<file path="config.mk">
export PLATFORM = sky130hd
export DESIGN_NAME = xbus_mcast_tx_flat
export DESIGN_NICKNAME = d
export VERILOG_FILES = /design/src/rtl/xbus_mcast_tx_if.sv /design/src/rtl/xbus_mcast_tx.sv /design/src/flat_wrapper.sv
export SDC_FILE = /design/constraint.sdc
export NUM_CORES = 1
export LEC_CHECK = 0
export CAP_MARGIN = 30
export CORE_MARGIN = 5
export CORE_UTILIZATION = 40
export CTS_CLUSTER_SIZE = 28
export DETAILED_ROUTE_END_ITERATION = 7
export PLACE_DENSITY = 0.7
export SLEW_MARGIN = 20
export SYNTH_ARGS = -nofsm -noshare
export SYNTH_HDL_FRONTEND = slang
export SYNTH_SLANG_ARGS = --single-unit
</file>
<file path="constraint.sdc">
create_clock -name clk -period 3.9 [get_ports clk]
set_clock_uncertainty 0.15 [all_clocks]
set_input_delay 0.78 -clock clk [delete_from_list [all_inputs] [get_ports clk]]
set_output_delay 0.78 -clock clk [all_outputs]
set_load 0.02 [all_outputs]
</file>
<file path="src/rtl/xbus_mcast_tx_if.sv">
// Input stream plus per-PE multicast handshake of the row X-bus transmitter.
// The master side is the transmitter; the slave side is the buffer/PE environment.
interface xbus_mcast_tx_if #(
    parameter int DATA_WIDTH = 16,
    parameter int ID_WIDTH   = 4,
    parameter int NUM_PE     = 9
);
    logic                  in_valid;
    logic                  in_ready;
    logic [DATA_WIDTH-1:0] in_data;
    logic [ID_WIDTH-1:0]   in_row_tag;
    logic [ID_WIDTH-1:0]   in_col_tag;
    logic                  in_last;
    logic [DATA_WIDTH-1:0] bus_data;
    logic [NUM_PE-1:0]     pe_en;
    logic [NUM_PE-1:0]     pe_ready;

    modport master (
        input  in_valid, in_data, in_row_tag, in_col_tag, in_last, pe_ready,
        output in_ready, bus_data, pe_en
    );

    modport slave (
        output in_valid, in_data, in_row_tag, in_col_tag, in_last, pe_ready,
        input  in_ready, bus_data, pe_en
    );
endinterface

</file>
<file path="src/rtl/xbus_mcast_tx.sv">
// Row X-bus transmitter: multicasts each tagged word to every PE whose row/column
// IDs match, retiring the word only once all targeted PEs have accepted it.
module xbus_mcast_tx #(
    parameter int DATA_WIDTH = 16,
    parameter int NUM_ROW    = 3,
    parameter int NUM_COL    = 3,
    parameter int ID_WIDTH   = 4
) (
    input  logic                       clk,
    input  logic                       rst,
    input  logic                       flush,
    input  logic                       cfg_we,
    input  logic                       cfg_sel,
    input  logic [$clog2(NUM_ROW)-1:0] cfg_row,
    input  logic [$clog2(NUM_COL)-1:0] cfg_col,
    input  logic [ID_WIDTH-1:0]        cfg_id,
    xbus_mcast_tx_if.master            xb,
    output logic                       busy,
    output logic                       done,
    output logic                       drop,
    output logic [15:0]                beat_cnt
);
    localparam int NUM_PE = NUM_ROW * NUM_COL;
    localparam int PE_IW  = (NUM_PE > 1) ? $clog2(NUM_PE) : 1;

    localparam logic [0:0] IDLE = 1'b0;
    localparam logic [0:0] SEND = 1'b1;

    logic [0:0]            state;
    logic [DATA_WIDTH-1:0] data_q;
    logic [ID_WIDTH-1:0]   row_tag_q;
    logic [ID_WIDTH-1:0]   col_tag_q;
    logic                  last_q;
    logic [NUM_PE-1:0]     acked;

    logic [ID_WIDTH-1:0]   rowid [NUM_ROW];
    logic [ID_WIDTH-1:0]   colid [NUM_PE];

    logic [NUM_PE-1:0]     tgt;
    logic [NUM_PE-1:0]     pe_en_c;
    logic [NUM_PE-1:0]     accepted;
    logic                  sending;
    logic                  beat_done;
    logic                  ready_c;
    logic                  take;
    logic                  cfg_wr;
    logic [PE_IW-1:0]      cfg_pe;
    logic                  cfg_row_ok;
    logic                  cfg_col_ok;

    always_comb begin
        tgt = '0;
        for (int r = 0; r < NUM_ROW; r++) begin
            for (int c = 0; c < NUM_COL; c++) begin
                tgt[r*NUM_COL+c] = (rowid[r] == row_tag_q) && (colid[r*NUM_COL+c] == col_tag_q);
            end
        end
    end

    // Already-acked PEs are withdrawn so a word is never offered twice to the same PE.
    always_comb begin
        pe_en_c = '0;
        if (sending && !flush) begin
            pe_en_c = tgt & ~acked;
        end
    end

    assign sending   = (state == SEND);
    assign accepted  = pe_en_c & xb.pe_ready;
    assign beat_done = sending && (((acked | accepted) & tgt) == tgt);
    assign ready_c   = !flush && (!sending || beat_done);
    assign take      = xb.in_valid && ready_c;

    assign xb.in_ready = ready_c;
    assign xb.pe_en    = pe_en_c;
    assign xb.bus_data = data_q;
    assign busy        = sending;

    assign cfg_wr     = cfg_we && !flush && (state == IDLE);
    assign cfg_row_ok = int'(cfg_row) < NUM_ROW;
    assign cfg_col_ok = int'(cfg_col) < NUM_COL;
    assign cfg_pe     = PE_IW'(int'(cfg_row) * NUM_COL + int'(cfg_col));

    always_ff @(posedge clk or posedge rst) begin
        if (rst) begin
            for (int r = 0; r < NUM_ROW; r++) begin
                rowid[r] <= '0;
            end
            for (int i = 0; i < NUM_PE; i++) begin
                colid[i] <= '0;
            end
        end else if (cfg_wr) begin
            if (!cfg_sel) begin
                if (cfg_row_ok) begin
                    rowid[cfg_row] <= cfg_id;
                end
            end else if (cfg_row_ok && cfg_col_ok) begin
                colid[cfg_pe] <= cfg_id;
            end
        end
    end

    // A retiring word may be replaced in the same cycle, giving one word per cycle.
    always_ff @(posedge clk or posedge rst) begin
        if (rst) begin
            state     <= IDLE;
            data_q    <= '0;
            row_tag_q <= '0;
            col_tag_q <= '0;
            last_q    <= 1'b0;
            acked     <= '0;
            beat_cnt  <= '0;
            done      <= 1'b0;
            drop      <= 1'b0;
        end else begin
            done <= 1'b0;
            drop <= 1'b0;
            if (flush) begin
                state    <= IDLE;
                acked    <= '0;
                beat_cnt <= '0;
            end else begin
                if (sending) begin
                    acked <= acked | accepted;
                end
                if (beat_done) begin
                    beat_cnt <= last_q ? 16'd0 : beat_cnt + 16'd1;
                    done     <= last_q;
                    drop     <= (tgt == '0);
                end
                if (take) begin
                    data_q    <= xb.in_data;
                    row_tag_q <= xb.in_row_tag;
                    col_tag_q <= xb.in_col_tag;
                    last_q    <= xb.in_last;
                    acked     <= '0;
                    state     <= SEND;
                end else if (beat_done) begin
                    state <= IDLE;
                end
            end
        end
    end
endmodule

</file>
<file path="src/flat_wrapper.sv">
// flat-port wrapper written by rule: the top's interface ports become plain ports
module xbus_mcast_tx_flat 
#(
    parameter int DATA_WIDTH = 16,
    parameter int NUM_ROW    = 3,
    parameter int NUM_COL    = 3,
    parameter int ID_WIDTH   = 4
)
  (clk, rst, flush, cfg_we, cfg_sel, cfg_row, cfg_col, cfg_id, busy, done, drop, beat_cnt, xb_in_valid, xb_in_data, xb_in_row_tag, xb_in_col_tag, xb_in_last, xb_pe_ready, xb_in_ready, xb_bus_data, xb_pe_en);
  xbus_mcast_tx_if #(.DATA_WIDTH(DATA_WIDTH), .ID_WIDTH(ID_WIDTH), .NUM_PE(((3) * (3)))) xb_i ();
  input  logic clk;
  input  logic rst;
  input  logic flush;
  input  logic cfg_we;
  input  logic cfg_sel;
  input  logic [$clog2(NUM_ROW)-1:0] cfg_row;
  input  logic [$clog2(NUM_COL)-1:0] cfg_col;
  input  logic [ID_WIDTH-1:0] cfg_id;
  output logic busy;
  output logic done;
  output logic drop;
  output logic [15:0] beat_cnt;
  input wire logic [$bits(xb_i.in_valid)-1:0] xb_in_valid;
  input wire logic [$bits(xb_i.in_data)-1:0] xb_in_data;
  input wire logic [$bits(xb_i.in_row_tag)-1:0] xb_in_row_tag;
  input wire logic [$bits(xb_i.in_col_tag)-1:0] xb_in_col_tag;
  input wire logic [$bits(xb_i.in_last)-1:0] xb_in_last;
  input wire logic [$bits(xb_i.pe_ready)-1:0] xb_pe_ready;
  output wire logic [$bits(xb_i.in_ready)-1:0] xb_in_ready;
  output wire logic [$bits(xb_i.bus_data)-1:0] xb_bus_data;
  output wire logic [$bits(xb_i.pe_en)-1:0] xb_pe_en;
  assign xb_i.in_valid = xb_in_valid;
  assign xb_i.in_data = xb_in_data;
  assign xb_i.in_row_tag = xb_in_row_tag;
  assign xb_i.in_col_tag = xb_in_col_tag;
  assign xb_i.in_last = xb_in_last;
  assign xb_i.pe_ready = xb_pe_ready;
  assign xb_in_ready = xb_i.in_ready;
  assign xb_bus_data = xb_i.bus_data;
  assign xb_pe_en = xb_i.pe_en;
  xbus_mcast_tx #(.DATA_WIDTH(DATA_WIDTH), .NUM_ROW(NUM_ROW), .NUM_COL(NUM_COL), .ID_WIDTH(ID_WIDTH)) u_core (.clk(clk), .rst(rst), .flush(flush), .cfg_we(cfg_we), .cfg_sel(cfg_sel), .cfg_row(cfg_row), .cfg_col(cfg_col), .cfg_id(cfg_id), .xb(xb_i), .busy(busy), .done(done), .drop(drop), .beat_cnt(beat_cnt));
endmodule
</file>
# --- Word level (Yosys, flattened, before mapping) ---
# Index checks and enable logic that the tools add are counted.
word_totals:
  out_inout_bits: 45
  wordCells: 101
  in_bits: 48
  ff_bits: 101
classes:
  n_reduce_logical: 28
  magnitude_cmp: 6
  mux: 20
  n_eq_ne: 13
  bitwise_logic: 10
  n_addsub: 2
  mul: 1
ops:
  columns: ["op", "n"]
  rows:
  - ["$eq A4 B4 Y1", 12]
  - ["$mux W16", 3]
  - ["$bwmux W36", 1]
  - ["$mux W9", 4]
  - ["$and A9 B9 Y9", 3]
  - ["$logic_and A1 B1 Y1", 18]
  - ["$add A16 B1 Y16 const B", 1]
  - ["$demux W4 S4", 1]
  - ["$bwmux W12", 1]
  - ["$eq A9 B9 Y1", 1]
  - ["$logic_not A9 Y1", 1]
  - ["$not A9 Y9", 1]
  - ["$or A9 B9 Y9", 1]
  - ["$demux W4 S2", 1]
  - ["$mux W4", 2]
  - ["$mux W1", 7]
  - ["$reduce_and A3 Y1", 2]
  - ["$reduce_bool A3 Y1", 2]
  - ["$ge A5 B5 Y1 const B", 1]
  - ["$lt A5 B1 Y1 const B", 1]
  - ["$not A4 Y5", 1]
  - ["$add A4 B3 Y4", 1]
  - ["$lt A2 B2 Y1 const B", 2]
  - ["$mul A2 B2 Y4 const B", 1]
  - ["other kinds (8)", 11]

# --- Logic depth before layout (Yosys ltp) ---
# Gate-level depths: netlist of the first run.
logic_depth:
  depth_word: 14
  depth_mapped: 9
  ltp_nobuf: 8

# --- Least setup slack after synthesis of the first run ---
# Ideal clock, no wire load.
synth_timing:
  path_type: "input -> output"
  start: "input port flush"
  end: "output port xb_in_ready"
  n_path_buf: 1
  required_ps: 2970
  t_arrival_ps: 2286
  slack_ps: 684
  path_stages: 8
  cell_sequence: "and2b_2 > buf_6 > a21oi_2 > a32oi_1 > o22ai_1 > nor4_4 > nor2_1 > nor2_1"
synth_via:
  elab_chain_cells: 10
synth_rtl:
  columns: ["element", "line", "source"]
  rows:
  - ["from (decl)", "flat_wrapper.sv:13", "input logic flush;"]
  - ["$logic_not A1 Y1 *", "xbus_mcast_tx.sv:63, xbus_mcast_tx.sv:71", null]
  - ["$logic_and A1 B1 Y1", "xbus_mcast_tx.sv:63", "if (sending && !flush) begin"]
  - ["$mux W9", "xbus_mcast_tx.sv:63", null]
  - ["$and A9 B9 Y9", "xbus_mcast_tx.sv:69", "assign accepted = pe_en_c & xb.pe_ready;"]
  - ["$or A9 B9 Y9", "xbus_mcast_tx.sv:70", "assign beat_done = sending && (((acked | accepted) & tgt) == tgt);"]
  - ["$and A9 B9 Y9", "xbus_mcast_tx.sv:70", null]
  - ["$eq A9 B9 Y1", "xbus_mcast_tx.sv:70", null]
  - ["$logic_and A1 B1 Y1", "xbus_mcast_tx.sv:70", null]
  - ["$logic_or A1 B1 Y1", "xbus_mcast_tx.sv:71", "assign ready_c = !flush && (!sending || beat_done);"]
  - ["$logic_and A1 B1 Y1 *", "xbus_mcast_tx.sv:71", null]
  - ["to (decl)", "flat_wrapper.sv:29", "output wire logic [$bits(xb_i.in_ready)-1:0] xb_in_ready;"]
# Mark *: on every way between the ends. The rest lies on a longest branch, timed or not.

# --- Final worst setup path of the first run ---
layout_timing:
  start: "input port flush"
  end: "output port xb_pe_en[2]"
layout_via:
  elab_chain_cells: 3
layout_rtl:
  columns: ["element", "line", "source"]
  rows:
  - ["$logic_not A1 Y1", "xbus_mcast_tx.sv:63", null]
  - ["$logic_and A1 B1 Y1", "xbus_mcast_tx.sv:63", null]
  - ["$mux W9", "xbus_mcast_tx.sv:63", null]
  - ["to (decl)", "flat_wrapper.sv:31", "output wire logic [$bits(xb_i.pe_en)-1:0] xb_pe_en;"]
# Every way passes these cells.

==> metrics.md, run 1 <==
| Metric | Value |
|---|---|
| Sequential share of power | 44.5% |
| Pwr/cell area | 441 nW/um^2 |
| Min Hold Slack | 0.344 ns |
| R2r setup slk | 0.93 ns |
| Vias after detailed routing | 4038 |
| Switching Fraction | 29.0% |
| Worst Path Arrival | 2.87 ns |
| CP startpoint kind | input port |
| Antenna violations before repair | 0 |
| Final Cell Area | 6840 um^2 |
| CTS root buffer | clkbuf_16 |
| Initial Util | 40.3% |
| Diodes inserted | 0 |
| Seq/Total Area, Yosys | 47.9% |
| # clock sinks | 101 |
| Area share of the largest cell type after synthesis | 47.9% |
| Synthesized area | 5280 um^2 |
| Drt wl/cell | 17.4 um |
| Synthesis-stage register bit count | 101 |
| DRC violations left | 0 |
| CP max stage cell | clkdlybuf4s50_1 |
| Critical Path Fanout Max | 22 |
| # hold bufs at CTS | 0 |
| CP most frequent cell | clkdlybuf4s50_1 |
| Clk_lat worst skew | 0.35 ns |
| Slew @ Worst Pin | 0.892 ns |
| Syn Inst Count | 462 |
| Yosys warns | 0 |
| Pleak | 2.84 nW |
| Post-synth EDFFs | 0 |
| Vias per cell | 5.40 |
| Yosys top cell by area | dfrtp_1 |
| Area contributors post-synth | dfrtp_1, mux2_2, xnor2_1 |
| Worst rel slew slack | 40.6% |
| Syn Nets | 519 |
| Total global routing overflow | 0 |
| Final period util | 97.5% |
| Die ar. | 15600 um^2 |
| Placed cell area | 6510 um^2 |
| Final Net Count | 624 |
| Clk pin slew, worst setup/hold paths | 0.07 ns |
| Largest net degree at the start of global routing | 54 |
| Status | complete, no violations |
| Achievable Freq | 0.263 GHz |
| RePlAce Congestion | 0.915 |
| CTS max path bufs | 2 |
| Vias in the first global route | 4329 |
| Global-route usage over all layers | 17.3% |
| Layout cell share with drive strength beyond 1 | 21.7% |
| TritonCTS clock tree | yes |
| Syn_area_per_cell | 11.4 um^2 |
| Fin worst setup slack | 0.0987 ns |
| Worst Path Required | 2.97 ns |
| Element type at the critical path end | output port |
| Max Slew Vio Count | 0 |
| Asr flop ratio synth | 100% |
| Final wirelength | 13.0 mm |
| Core area | 13100 um^2 |
| Peak per-stage delay on the critical path | 0.67 ns |
| Top-count cell post-synth | dfrtp_1 |
| NetSw | 0.000874 W |
| Unique cell type count in the Yosys netlist | 55 |
| Total of max-cap violations | 0 |
| Comb pwr share | 22.7% |
| Worst Hold Class | reg2reg |
| Crit path time final | 3.80 ns |
| Fin. Hold Viols | 0 |
| Ports | 93 |
| PortBufs | 92 |
| DRT antenna net count | 0 |
| First-pass DRT Iterations | 4 |
| Worst-path cell chain | clkdlybuf4s50_1, buf_4, inv_1, nand2_1, or2_2, nor3_1, clkdlybuf4s50_1 |
| # rows | 42 |
| RSZ-0062 raised after global routing | false |
| Setup-failing EPs final | 0 |
| Clk pwr share | 32.8% |
| Pre-CTS setup slack | -0.218 ns |
| Area grow syn2layout | 29.6% |
| Power Internal | 0.00214 W |
| Die Width | 125 um |
| H-tree Lvls | 3 |
| # fillers | 1163 |
| Initial drt markers | 253 |
| First-pass GRT wire length | 21.8 mm |
| Die height | 125 um |
| Synth cell count leaders | dfrtp_1, mux2_2, nor2_1, xnor2_1, a21oi_1 |
| TritonCTS buffer count | 9 |
| Worst setup path category | in2out |
| Post-DP HPWL | 9.41 mm |
| Main synth FF type | dfrtp_1 |
| Peak VDD IR | 0.389 mV |
registers in the layout, indices dropped and copies added (netlist names), 4 cells and up:
signal,count
u_core.xb.bus_data,16
u_core.beat_cnt,16
u_core.acked,9
u_core.colid,36
u_core.row_tag_q,4
u_core.rowid,12
u_core.col_tag_q,4
cell families (layout without fill, tap and decap cells):
logic type	after synthesis	count (layout)	share of synthesized area, %
AO/OA/AOI/OAI	64	64	8.01
AND/OR/NAND/NOR	137	137	15.2
multiplexers	73	73	15.6
flip-flops	101	101	47.9
buffers and inverters	30	140	2.94
XOR/XNOR	48	48	7.96
adder cells (fa/ha/maj)	9	9	2.42
timing repair:
action | CTS | global route
gates cloned | 0 | 0
resized for setup | 2 | 6
buffers inserted | 0 | 0
endpoints found under the setup margin | 1 | 3
per-layer routing:
| metal | vias to the layer above | share of wire (%) | GRT usage [%] |
|---|---|---|---|
| met2 | 131 | 49 | 29.0 |
| met5 | - | 0 | 0 |
| met1 | 2019 | 43 | 21.6 |
| met4 | 0 | 1.6 | 5.23 |
| li1 | 1870 | - | - |
| met3 | 18 | 6.5 | 5.27 |
worst max-delay path, delay by kind of cell:
family                 cells  cell delay, ns
buffers and inverters      4            1.41
and+or+nand+nor            3            0.66
final timing paths:
kind | endpoint | from | cells past startpoint
max in group asynchronous | u_core.col_tag_q[0] | rst | 3
worst max-delay path | xb_pe_en[2] | flush | 7
worst max register to register | u_core.xb.bus_data[3] | u_core.row_tag_q[2] | 9
worst min register to register | u_core.xb.bus_data[0] | u_core.xb.bus_data[0] | 1
min in group asynchronous | u_core.xb.bus_data[13] | rst | 2
worst min-delay path | u_core.xb.bus_data[0] | u_core.xb.bus_data[0] | 1
power groups by stage:
stage / clock [W] / sequential (W) / combinational (W)
after detailed placement: 0 / 0.00136 / 0.000690
final: 0.000989 / 0.00134 / 0.000686
after global placement: 0 / 0.00135 / 0.000668
after CTS: 0.00102 / 0.00134 / 0.000693
after global routing: 0.00106 / 0.00136 / 0.000753
after floorplan: 0 / 0.00133 / 0.000461
final cells by class:
| type | instances | area (um^2) | area share, % |
|---|---|---|---|
| sequential | 101 | 2530 | 37.0 |
| timing repair buffer | 115 | 1130 | 16.5 |
| multi-input combinational | 331 | 2600 | 38.0 |
| tap | 176 | 220 | 3.22 |
| clock buffer | 9 | 225 | 3.29 |
| clock inverter | 7 | 103 | 1.50 |
| inverter | 9 | 36.3 | 0.530 |
stage by stage:
step | power (W) | util (%) | setup TNS [ns] | std cells
after floorplan | 0.00179 | - | 0 | 462
after global placement | 0.00202 | 49.8 | -0.210 | 732
after detailed placement | 0.00205 | 49.8 | -0.218 | 732
after CTS | 0.00305 | 52.3 | 0 | 748
after global routing | 0.00317 | 52.3 | 0 | 748
final | 0.00302 | 52.3 | 0 | 748
cell usage in the layout (no fill, tap or decap), drive strengths merged, types with 10 or more instances in the layout:
| cell type | synthesis | final |
|---|---|---|
| a21oi | 23 | 23 |
| buf | 11 | 23 |
| clkbuf | 10 | 10 |
| clkdlybuf4s50 | 0 | 91 |
| dfrtp | 101 | 101 |
| inv | 9 | 13 |
| mux2 | 73 | 73 |
| nand2 | 19 | 19 |
| nand4bb | 10 | 10 |
| nor2 | 32 | 32 |
| nor3 | 20 | 20 |
| nor4 | 10 | 10 |
| o31ai | 13 | 13 |
| xnor2 | 28 | 28 |
| xor2 | 20 | 20 |
Power figures use the tool's default switching activity.
==> run 2, diff against run 1 <==
--- a/config.mk
+++ b/config.mk
@@ -7,10 +7,12 @@
 export LEC_CHECK = 0
 export CAP_MARGIN = 30
 export CORE_MARGIN = 5
-export CORE_UTILIZATION = 40
+export CORE_UTILIZATION = 43
 export CTS_CLUSTER_SIZE = 28
 export DETAILED_ROUTE_END_ITERATION = 7
-export PLACE_DENSITY = 0.7
+export PLACE_DENSITY = 0.74
+export REMOVE_ABC_BUFFERS = 1
+export SKIP_CTS_REPAIR_TIMING = 1
 export SLEW_MARGIN = 20
 export SYNTH_ARGS = -nofsm -noshare
 export SYNTH_HDL_FRONTEND = slang
==> run 2 against run 1 <==
Utilization grew 4.1 points. Non-clock buffer count is the same. Critical path type unchanged. Count of clock-buffer cells in the layout rose by 1. Final cell count down 3.9%. Maximum frequency increased by 0.17%. Worst setup slack gained 0.0066 ns. Combinational power grew 0.7%. Total power shrank 3.7%. Flip-flop and latch count stayed put. Sequential share of layout area rose by 0.33 points. Sequential power hardly changed.
==> metrics.md, run 2 (synthesized netlist as in run 1, its figures left out) <==
| Metric | Value |
|---|---|
| Status | complete, no violations |
| Peak VDD IR | 0.297 mV |
| Most frequent cells in the layout | dfrtp_1, clkdlybuf4s50_1, mux2_2 |
| Max Slew Vio Count | 0 |
| Element type at the critical path end | output port |
| Total of max-cap violations | 0 |
| Peak per-stage delay on the critical path | 0.70 ns |
| Final period util | 97.3% |
| Worst Path Required | 2.97 ns |
| Pleak | 2.84 nW |
| Achievable Freq | 0.264 GHz |
| Worst-path cell chain | clkdlybuf4s50_1, buf_4, inv_1, nand2_1, nor4_1, clkdlybuf4s50_1 |
| Vias per cell | 5.53 |
| Antenna violations before repair | 0 |
| Die ar. | 14600 um^2 |
| Fin worst setup slack | 0.105 ns |
| TritonCTS clock tree | yes |
| # fillers | 1035 |
| Vias after detailed routing | 3979 |
| Global-route usage over all layers | 17.9% |
| Die height | 121 um |
| Worst Path Arrival | 2.86 ns |
| DRT antenna net count | 0 |
| DRC violations left | 0 |
| Non-filler cells, final | 719 |
| Initial Util | 43.9% |
| Max reg flops | 36 |
| Post-DP HPWL | 9.45 mm |
| Layout cell share with drive strength beyond 1 | 20.8% |
| CP startpoint kind | input port |
| Die Width | 121 um |
| Commonest non-fill, non-tap cell in the layout | dfrtp_1 |
| PortBufs | 92 |
| Initial drt markers | 396 |
| Vias in the first global route | 4063 |
| Placed Cells incl. Taps | 703 |
| CTS max path bufs | 2 |
| Reg with most FFs | u_core.colid |
| H-tree Lvls | 3 |
| Clk pin slew, worst setup/hold paths | 0.07 ns |
| Final Net Count | 624 |
| Area grow syn2layout | 28.2% |
| Critical Path Fanout Max | 22 |
| Setup-failing EPs final | 0 |
| First-pass DRT Iterations | 4 |
| TritonCTS buffer count | 9 |
| Slew @ Worst Pin | 0.875 ns |
| Final wirelength | 12.8 mm |
| Core area | 12000 um^2 |
| RSZ-0062 raised after global routing | false |
| Diodes inserted | 0 |
| CTS root buffer | clkbuf_16 |
| RePlAce Congestion | 0.960 |
| Pwr/cell area | 429 nW/um^2 |
| First-pass GRT wire length | 20.6 mm |
| CP most frequent cell | clkdlybuf4s50_1 |
| Worst Hold Class | reg2reg |
| # rows | 40 |
| Drt wl/cell | 17.8 um |
| Ports | 93 |
| Fin. Hold Viols | 0 |
| Fin util | 56.3% |
| # clock sinks | 101 |
| Total global routing overflow | 0 |
| CP max stage cell | clkdlybuf4s50_1 |
| Clk_lat worst skew | 0.35 ns |
| Worst rel slew slack | 41.7% |
| Worst setup path category | in2out |
| Pre-CTS setup slack | -0.142 ns |
| Crit path time final | 3.79 ns |
| Largest net degree at the start of global routing | 47 |
-- run 2: cell count changes in the layout (fill, tap and decap cells not counted), sizes merged --
cell,delta
bufinv,-2
clkinv,+1
dlymetal6s2s,+1
-- run 2: power by group --
part / switching, W / internal (W) / total, W
sequential: 0.000146 / 0.00119 / 0.00134
combinational: 0.000307 / 0.000383 / 0.000691
clock: 0.000418 / 0.000461 / 0.000879
total: 0.000872 / 0.00203 / 0.00291
-- run 2: area by class of cell --
class / count / area (um^2) / area share [%]
Tap cell: 147 / 184 / 2.72
Inverter: 9 / 36.3 / 0.536
Clock inverter: 6 / 50.0 / 0.740
Multi-Input combinational cell: 331 / 2600 / 38.4
Sequential cell: 101 / 2530 / 37.4
Timing Repair Buffer: 115 / 1130 / 16.8
Clock buffer: 10 / 239 / 3.53
-- run 2: final timing paths --
kind | start | to | slack, ns | cells after the start
setup / recovery | flush | xb_pe_en[0] | 0.11 | 6
hold reg to reg | u_core.xb.bus_data[12] | u_core.xb.bus_data[12] | 0.35 | 1
max in group asynchronous | rst | u_core.acked[0] | 2.18 | 3
min in group asynchronous | rst | u_core.beat_cnt[0] | 0.69 | 2
setup reg to reg | u_core.col_tag_q[1] | u_core.xb.bus_data[5] | 0.75 | 9
hold / removal | u_core.xb.bus_data[12] | u_core.xb.bus_data[12] | 0.35 | 1
-- run 2: stage by stage --
stage	hold WS (ns)	setup TNS (ns)	area (um^2)	power [W]
2_1_floorplan	0.337	0	5160	0.00176
3_3_place_gp	0.327	-0.159	6470	0.00202
3_5_place_dp	0.335	-0.142	6470	0.00205
4_1_cts	0.352	-0.153	6760	0.00294
5_1_grt	0.375	0	6770	0.00304
6_report	0.347	0	6770	0.00291
-- run 2: per-layer routing --
layer	global-route usage (%)	wire length, um
met1	21.8	5500
met2	31.7	6500
met3	4.49	696
met4	4.39	97
met5	0	0
-- run 2: critical path, delay by kind of cell --
kind,cells,cell delay [ns]
buf+inv,4,1.48
simple gates,2,0.60
==> run 3, diff against run 2 <==
--- a/config.mk
+++ b/config.mk
@@ -11,7 +11,6 @@
 export CTS_CLUSTER_SIZE = 28
 export DETAILED_ROUTE_END_ITERATION = 7
 export PLACE_DENSITY = 0.74
-export REMOVE_ABC_BUFFERS = 1
 export SKIP_CTS_REPAIR_TIMING = 1
 export SLEW_MARGIN = 20
 export SYNTH_ARGS = -nofsm -noshare
==> run 3 against run 2 <==
Final area grew 0.17%. Largest power group unchanged. Utilization grew 0.094 points. Critical path depth shrank 1. Wire length grew 1.5%. Critical path type is now reg2out. Sequential share of layout area shrank 0.062 points. Highest routed layer unchanged.
==> metrics.md, run 3 (synthesized netlist as in run 1, its figures left out) <==
| Metric | Value |
|---|---|
| Status | complete, no violations |
| Diodes inserted | 0 |
| Die ar. | 14600 um^2 |
| Switching Fraction | 29.0% |
| Placed Cells incl. Taps | 707 |
| Clk_lat worst skew | 0.35 ns |
| First-pass GRT wire length | 21.7 mm |
| Ports | 93 |
| Worst Path Arrival | 2.86 ns |
| Fin util | 56.4% |
| H-tree Lvls | 3 |
| # rows | 40 |
| Clk pwr share | 30.2% |
| Drt wl/cell | 18.0 um |
| Critical Path Fanout Max | 10 |
| Antenna violations before repair | 0 |
| Pwr/cell area | 430 nW/um^2 |
| Total of max-cap violations | 0 |
| Final Net Count | 628 |
| Peak VDD IR | 0.252 mV |
| CTS root buffer | clkbuf_16 |
| DRT antenna net count | 0 |
| Pre-CTS setup slack | -0.165 ns |
| Achievable Freq | 0.264 GHz |
| Area grow syn2layout | 28.4% |
| CP startpoint kind | flip-flop |
| Comb pwr share | 23.7% |
| Vias after detailed routing | 4040 |
| Vias in the first global route | 4381 |
| Vias per cell | 5.60 |
| Max reg flops | 36 |
| TritonCTS buffer count | 9 |
| Commonest non-fill, non-tap cell in the layout | dfrtp_1 |
| Pleak | 2.84 nW |
| Element type at the critical path end | output port |
| Post-DP HPWL | 9.54 mm |
| TritonCTS clock tree | yes |
| Initial Util | 43.9% |
| Crit path time final | 3.79 ns |
| Reg with most FFs | u_core.colid |
| Setup TNS | 0 ns |
| RSZ-0062 raised after global routing | false |
| Die height | 121 um |
| RePlAce Congestion | 0.967 |
| NetSw | 0.000843 W |
| Power Internal | 0.00207 W |
| Slew @ Worst Pin | 0.917 ns |
| Core area | 12000 um^2 |
| Fin. Hold Viols | 0 |
| Fin worst setup slack | 0.110 ns |
| Global-route usage over all layers | 18.7% |
| DRC violations left | 0 |
| Setup-failing EPs final | 0 |
| Sequential share of power | 46.1% |
| Layout cell share with drive strength beyond 1 | 20.9% |
| Final period util | 97.2% |
| Initial drt markers | 254 |
| Worst Path Required | 2.97 ns |
| CTS max path bufs | 2 |
| Total global routing overflow | 0 |
| Largest net degree at the start of global routing | 57 |
| Most frequent cells in the layout | dfrtp_1, clkdlybuf4s50_1, mux2_2 |
| Clk pin slew, worst setup/hold paths | 0.07 ns |
| Max Slew Vio Count | 0 |
| PortBufs | 92 |
| Final wirelength | 13.0 mm |
| Worst Hold Class | reg2reg |
| Die Width | 121 um |
| # clock sinks | 101 |
| Worst rel slew slack | 38.9% |
| First-pass DRT Iterations | 5 |
| Non-filler cells, final | 722 |
| Worst setup path category | reg2out |
[run 3: changes by cell type in the layout (fill, tap and decap cells not counted), sizes merged]
cell and change:
clkbuf +1, inv -4, bufinv +1, buf +4
clkinvlp +1
[run 3: path summary, 6_finish.rpt]
check                                 startpoint                      to  slack (ns)  cells past startpoint
max reg2reg                  u_core.col_tag_q[2]      u_core.beat_cnt[3]        0.77                     10
min                        u_core.xb.bus_data[0]   u_core.xb.bus_data[0]        0.35                      1
max                          u_core.col_tag_q[2]             xb_pe_en[5]        0.11                      5
min in group asynchronous                    rst  u_core.xb.bus_data[14]        0.75                      2
min reg2reg                u_core.xb.bus_data[0]   u_core.xb.bus_data[0]        0.35                      1
max in group asynchronous                    rst        u_core.colid[27]        2.11                      3
[run 3: final cells by class]
class                      instances  area [um^2]
clock buffer                      11          233
sequential                       101         2530
timing repair buffer             119         1150
tap                              147          184
clock inverter                     4         50.0
inverter                           9         36.3
multi-input combinational        331         2600
fill                            1022         5230
[run 3: metrics by stage]
step / power (W) / cell area (um^2) / hold WS [ns]
after floorplan: 0.00179 / 5280 / 0.337
after global placement: 0.00202 / 6490 / 0.329
after detailed placement: 0.00206 / 6490 / 0.334
after CTS: 0.00294 / 6780 / 0.350
after global routing: 0.00307 / 6780 / 0.379
final: 0.00291 / 6780 / 0.346
[run 3: metal layers]
metal / vias up / part of all wire, % / GRT usage, % / wire length (um)
met5: - / 0 / 0 / 0
met4: 0 / 1.9 / 7.22 / 247
met3: 23 / 4.7 / 3.55 / 614
met2: 125 / 50 / 31.8 / 6530
met1: 2016 / 43 / 23.4 / 5590
li1: 1876 / - / - / -
[run 3: worst max-delay path: stages, from the launching register on]
cell             delay (ns)
dfrtp_1                0.73
xor2_1                 0.15
nor4_1                 0.46
nand2_1                0.17
nor3_1                 0.29
clkdlybuf4s50_1        0.69
[run 3: power groups by stage]
stage	sequential, W	combinational (W)	clock [W]
after global routing	0.00136	0.000759	0.000948
after CTS	0.00134	0.000698	0.000904
after floorplan	0.00133	0.000461	0
after detailed placement	0.00136	0.000695	0
after global placement	0.00135	0.000673	0
final	0.00134	0.000691	0.000880
